**config.mk**
```make
export PLATFORM = sky130hd
export DESIGN_NAME = viterbi_acs_traceback
export DESIGN_NICKNAME = d
export VERILOG_FILES = /design/src/rtl/viterbi_acs_traceback.sv
export SDC_FILE = /design/constraint.sdc
export NUM_CORES = 1
export LEC_CHECK = 0
export CORE_MARGIN = 8
export CORE_UTILIZATION = 57
export DETAILED_ROUTE_END_ITERATION = 10
export PLACE_DENSITY = 0.73
export SLEW_MARGIN = 10
export SYNTH_ARGS = -nofsm -noshare
export SYNTH_HDL_FRONTEND = slang
export SYNTH_SLANG_ARGS = --single-unit
export TNS_END_PERCENT = 30
```
**constraint.sdc**
```tcl
create_clock -name clk -period 14.7 [get_ports clk]
set_clock_uncertainty 0.15 [all_clocks]
set_input_delay 2.94 -clock clk [delete_from_list [all_inputs] [get_ports clk]]
set_output_delay 2.94 -clock clk [all_outputs]
set_load 0.01 [all_outputs]
```
**src/rtl/viterbi_acs_traceback.sv**
```systemverilog
// Hard-decision Viterbi core for the K=3, rate-1/2 (111,101) code: 4-state ACS per
// symbol, survivor decisions stored per step, traceback from state 0 at frame end.
module viterbi_acs_traceback #(
   parameter int PM_W    = 6,
   parameter int STEP_W  = 6,
   parameter int INIT_PM = 16
) (
   input  logic       clk,
   input  logic       reset,
   input  logic       in_valid,
   input  logic [1:0] in_sym,
   input  logic       in_last,
   output logic       in_ready,
   output logic       out_valid,
   output logic       out_bit,
   output logic       out_last
);

   localparam logic [1:0] ST_ACCEPT = 2'd0;
   localparam logic [1:0] ST_TRACE  = 2'd1;
   localparam logic [1:0] ST_EMIT   = 2'd2;
   localparam int DEPTH = 2 ** STEP_W;
   localparam logic [PM_W-1:0] PM_START = PM_W'(INIT_PM);

   logic [1:0]        state_reg;
   logic [STEP_W:0]   step_reg;
   logic [STEP_W:0]   n_reg;
   logic [PM_W-1:0]   pm_reg [4];
   logic [PM_W:0]     pm_new [4];
   logic [PM_W-1:0]   pm_norm [4];
   logic [3:0]        dec_new;
   logic [3:0]        dec_mem [DEPTH];
   logic [3:0]        dec_word;
   logic [1:0]        tb_st_reg;
   logic [DEPTH-1:0]  bits_reg;
   logic              out_valid_reg;
   logic              out_bit_reg;
   logic              out_last_reg;
   logic              all_msb;
   logic              accept;
   logic              frame_end;

   assign in_ready  = (state_reg == ST_ACCEPT);
   assign accept    = in_valid && in_ready;
   assign frame_end = in_last || (step_reg[STEP_W-1:0] == {STEP_W{1'b1}});
   assign out_valid = out_valid_reg;
   assign out_bit   = out_bit_reg;
   assign out_last  = out_last_reg;

   // Next state gi = {b, s1}; predecessors {s1,0} and {s1,1}. The s0=1 predecessor
   // always expects the complement of the s0=0 pair, so its distance uses ~x0.
   generate
      for (genvar gi = 0; gi < 4; gi++) begin : g_acs
         localparam int B  = gi / 2;
         localparam int S1 = gi % 2;
         localparam logic [1:0] EXP0 = 2'(((B ^ S1) << 1) | B);
         logic [1:0]    x0;
         logic [1:0]    x1;
         logic [PM_W:0] cand0;
         logic [PM_W:0] cand1;
         assign x0    = in_sym ^ EXP0;
         assign x1    = ~x0;
         assign cand0 = {1'b0, pm_reg[2*S1]} + {{PM_W{1'b0}}, x0[1]} + {{PM_W{1'b0}}, x0[0]};
         assign cand1 = {1'b0, pm_reg[2*S1+1]} + {{PM_W{1'b0}}, x1[1]} + {{PM_W{1'b0}}, x1[0]};
         assign dec_new[gi] = (cand1 < cand0);
         assign pm_new[gi]  = dec_new[gi] ? cand1 : cand0;
         assign pm_norm[gi] = pm_new[gi][PM_W] ? {PM_W{1'b1}}
                            : {pm_new[gi][PM_W-1] & ~all_msb, pm_new[gi][PM_W-2:0]};
      end
   endgenerate

   assign all_msb = pm_new[0][PM_W-1] & pm_new[1][PM_W-1] & pm_new[2][PM_W-1] & pm_new[3][PM_W-1];

   // Small decision store read combinationally so each traceback step takes one cycle.
   assign dec_word = dec_mem[step_reg[STEP_W-1:0]];

   always_ff @(posedge clk) begin
      if (accept) begin
         dec_mem[step_reg[STEP_W-1:0]] <= dec_new;
      end
   end

   always_ff @(posedge clk) begin
      if (reset) begin
         state_reg     <= ST_ACCEPT;
         step_reg      <= '0;
         n_reg         <= '0;
         tb_st_reg     <= 2'b00;
         out_valid_reg <= 1'b0;
         out_bit_reg   <= 1'b0;
         out_last_reg  <= 1'b0;
         pm_reg[0]     <= '0;
         for (int k = 1; k < 4; k++) pm_reg[k] <= PM_START;
      end else begin
         case (state_reg)
            ST_ACCEPT: begin
               if (accept) begin
                  if (frame_end) begin
                     n_reg     <= step_reg + 1'b1;
                     state_reg <= ST_TRACE;
                     tb_st_reg <= 2'b00;
                     pm_reg[0] <= '0;
                     for (int k = 1; k < 4; k++) pm_reg[k] <= PM_START;
                  end else begin
                     step_reg <= step_reg + 1'b1;
                     for (int k = 0; k < 4; k++) pm_reg[k] <= pm_norm[k];
                  end
               end
            end
            ST_TRACE: begin
               bits_reg[step_reg[STEP_W-1:0]] <= tb_st_reg[1];
               tb_st_reg <= {tb_st_reg[0], dec_word[tb_st_reg]};
               if (step_reg == '0) begin
                  // Bit 0 bypasses the buffer so the first output is registered on time.
                  state_reg     <= ST_EMIT;
                  out_valid_reg <= 1'b1;
                  out_bit_reg   <= tb_st_reg[1];
                  out_last_reg  <= (n_reg == 1);
                  step_reg      <= 1;
               end else begin
                  step_reg <= step_reg - 1'b1;
               end
            end
            ST_EMIT: begin
               if (step_reg == n_reg) begin
                  state_reg     <= ST_ACCEPT;
                  step_reg      <= '0;
                  out_valid_reg <= 1'b0;
                  out_bit_reg   <= 1'b0;
                  out_last_reg  <= 1'b0;
               end else begin
                  out_bit_reg  <= bits_reg[step_reg[STEP_W-1:0]];
                  out_last_reg <= (step_reg == n_reg - 1'b1);
                  step_reg     <= step_reg + 1'b1;
               end
            end
            default: state_reg <= ST_ACCEPT;
         endcase
      end
   end

endmodule

```
==> flow_summary.ini <==
[timing]
setup_viol_count_final = 0
tightest_slew_ps = 1070
grt_setup_unrepaired = no
min_period_ps = 7160
drv_slew = 0
max_freq_ghz = 0.140
holdWs_ps = 376
period_share_pct = 48.7
worst_slack_ps = 7540
setup-tns-final_ps = 0
hold_viol = 0
relSlewSlack_pct = 28.6

[synthesis]
synthFlopType = edfxtp_1
ys_seq_area_share_pct = 62.3
synth_top_area_cell = edfxtp_1
ys_types = 67
syn_inst = 1236
synth.cell_area_sq_um = 17400
synthMuxAreaShare_pct = 11.8
ys_warn_count = 0
syn-num-nets = 1294
syn_area_per_cell_sq_um = 14.0
yosys_register_bits = 371
synth.area.top_cells = edfxtp_1, mux4_2, dfxtp_1
yosysMostFrequentCell = edfxtp_1
synth_top_family_by_area = multiplexers
synthArstFlopShare_pct = 0
synth_compound_area_share_pct = 7.00
synth-edff-count = 338
synthTopCellsByCount = edfxtp_1, nor2_1, nand2_1, mux4_2
synth-xor-area-share_pct = 2.42
yosys.area_share.adder_pct = 4.18
yosys.area.top_type_share_pct = 58.4
synth-simple-area-share_pct = 9.62

[die]
core-area_sq_um = 30300
dieHeight_microns = 191
io_pins = 10
start_util_pct = 57.4
die_w_microns = 191
std_cell_rows = 64
die-area_sq_um = 36300

[place]
hpwl_microns = 23700
dpl_cell_area_sq_um = 17800
io_buffers = 9
pre_cts_ws_ps = 6920
dp_cells = 1593
place.gp.congestion = 0.888

[global_route]
grt-ovfl-total = 0
antenna_found_initial = 0
grt_first_pass_wirelength_microns = 58100
grt_use_total_pct = 20.4
grt_max_degree = 74
grt_pass1_vias = 10200

[power_and_ir_drop]
power_density_nw_per_um2 = 180
finalPower_mw = 3.43
p_leak_nw = 6.09
vdd_drop_max_v = 0.000131

[critical_path]
r2r-end = pm_reg[2][4]
regToRegStartpoint = pm_reg[0][0]
cp.required_ps = 14940
startpoint = in_sym[0]
ff2ff_path_depth = 15
worstPathMaxFanout = 68
criticalPathCategory = in -> reg
regToRegSetupSlack_ps = 10470
cp-endpoint = pm_reg[2][4]
cp_data_arrival_time_ps = 7410
setup.worst_path.start_class = input pin
critical_path.endpoint_type = flop

[finish]
layout.area.seq_sq_um = 10800
drive_above_1_share_pct = 12.3
final.fill_count = 2289
design_area_sq_um = 19000
final_util_pct = 62.8
layoutNonFillerInstCount = 1660
antennaDiodeCount = 0
largest_reg_flops = 256
nets = 1295
area_growth_pct = 9.41
multiInputGateArea_sq_um = 6110

[clock_network]
tritoncts.num_buffers = 38
clk_latency_ps = 530
htreeDepth = 2
cts.path.max_buffers = 3
post_cts_resized = 0
path_clk_slew_ps = 60
cts_tree = yes
holdBufCountCts = 0
cts.sinks = 371
cts_root_buf = clkbuf_16
cts_setup_buffers = 0

[outcome]
status = completed

[route]
drt-initial-drc-count = 1109
drc = 0
drtAntennaViolNets = 0
wl_per_cell_microns = 22.2
wirelength_microns = 36800
dr.pass1.iters = 5
vias = 10300
detail_route.vias_per_cell = 6.23

[run]
drv_cap = 0

[worst_hold_path]
hold_class = reg -> reg
[power breakdown]
part	switching [mW]	internal, mW
Sequential	0.0490	1.41
Combinational	0.661	0.342
Clock	0.393	0.569
Total	1.10	2.32
[layout make-up]
type | instances | share of cell area [%]
Timing Repair Buffer | 22 | 0.988
Multi-Input combinational cell | 764 | 32.1
Clock inverter | 23 | 1.37
Sequential cell | 371 | 56.9
Inverter | 40 | 0.790
Clock buffer | 44 | 5.18
Tap cell | 396 | 2.61
[logic make-up (layout without fill, tap and decap cells)]
logic type      count (synthesis)  in the layout
compound gates                180            180
flops                         371            371
simple gates                  375            375
xor+xnor                       48             48
mux                           109            109
fa+ha+maj                      52             52
buf+inv                       101            129
[worst min-delay path by stage]
stage | cells past startpoint | slack (ps) | from | end
2_1_floorplan | 2 | 320 | pm_reg[2][0] | pm_reg[2][0]
3_3_place_gp | 2 | 350 | out_last | out_last
3_5_place_dp | 2 | 370 | out_last | out_last
4_1_cts | 2 | 380 | n_reg[1] | n_reg[1]
5_1_grt | 2 | 410 | n_reg[3] | n_reg[3]
6_report | 2 | 380 | pm_reg[2][0] | pm_reg[2][0]
[layer usage]
layer / part of all wire (%) / global-route usage [%] / routed length (microns)
met4: 1.4 / 4.56 / 520
met1: 44 / 29.1 / 16100
met3: 6.3 / 3.02 / 2330
met5: 0 / 0 / 0
met2: 49 / 33.2 / 17900
[cells in the final DEF (no fill, tap or decap), types with 11 or more instances in the layout]
cell	instances
mux4_1	12
mux2i_1	26
nor2_1	174
xnor2_1	30
edfxtp_1	338
ha_1	42
and3_1	12
buf_4	13
nand3_1	38
inv_1	37
a21oi_1	42
o21ai_0	35
xor2_1	18
nand2_1	72
mux2_2	11
a22oi_1	18
a211oi_1	13
nor3_1	21
mux4_2	60
dfxtp_1	30
clkbuf_16	38
[worst max-delay path: stages]
cell and delay [ps]:
clkdlybuf4s50_1 760, fa_1 600, inv_1 80, ha_1 190, nand3_1 100, xor2_1 230
ha_1 270, o21a_1 160, o21ai_0 210, a211o_1 190, nand2_1 130, inv_2 760
o21ai_0 350, nor4_1 280, o21ai_0 130
(Power assumes the default switching activity.)
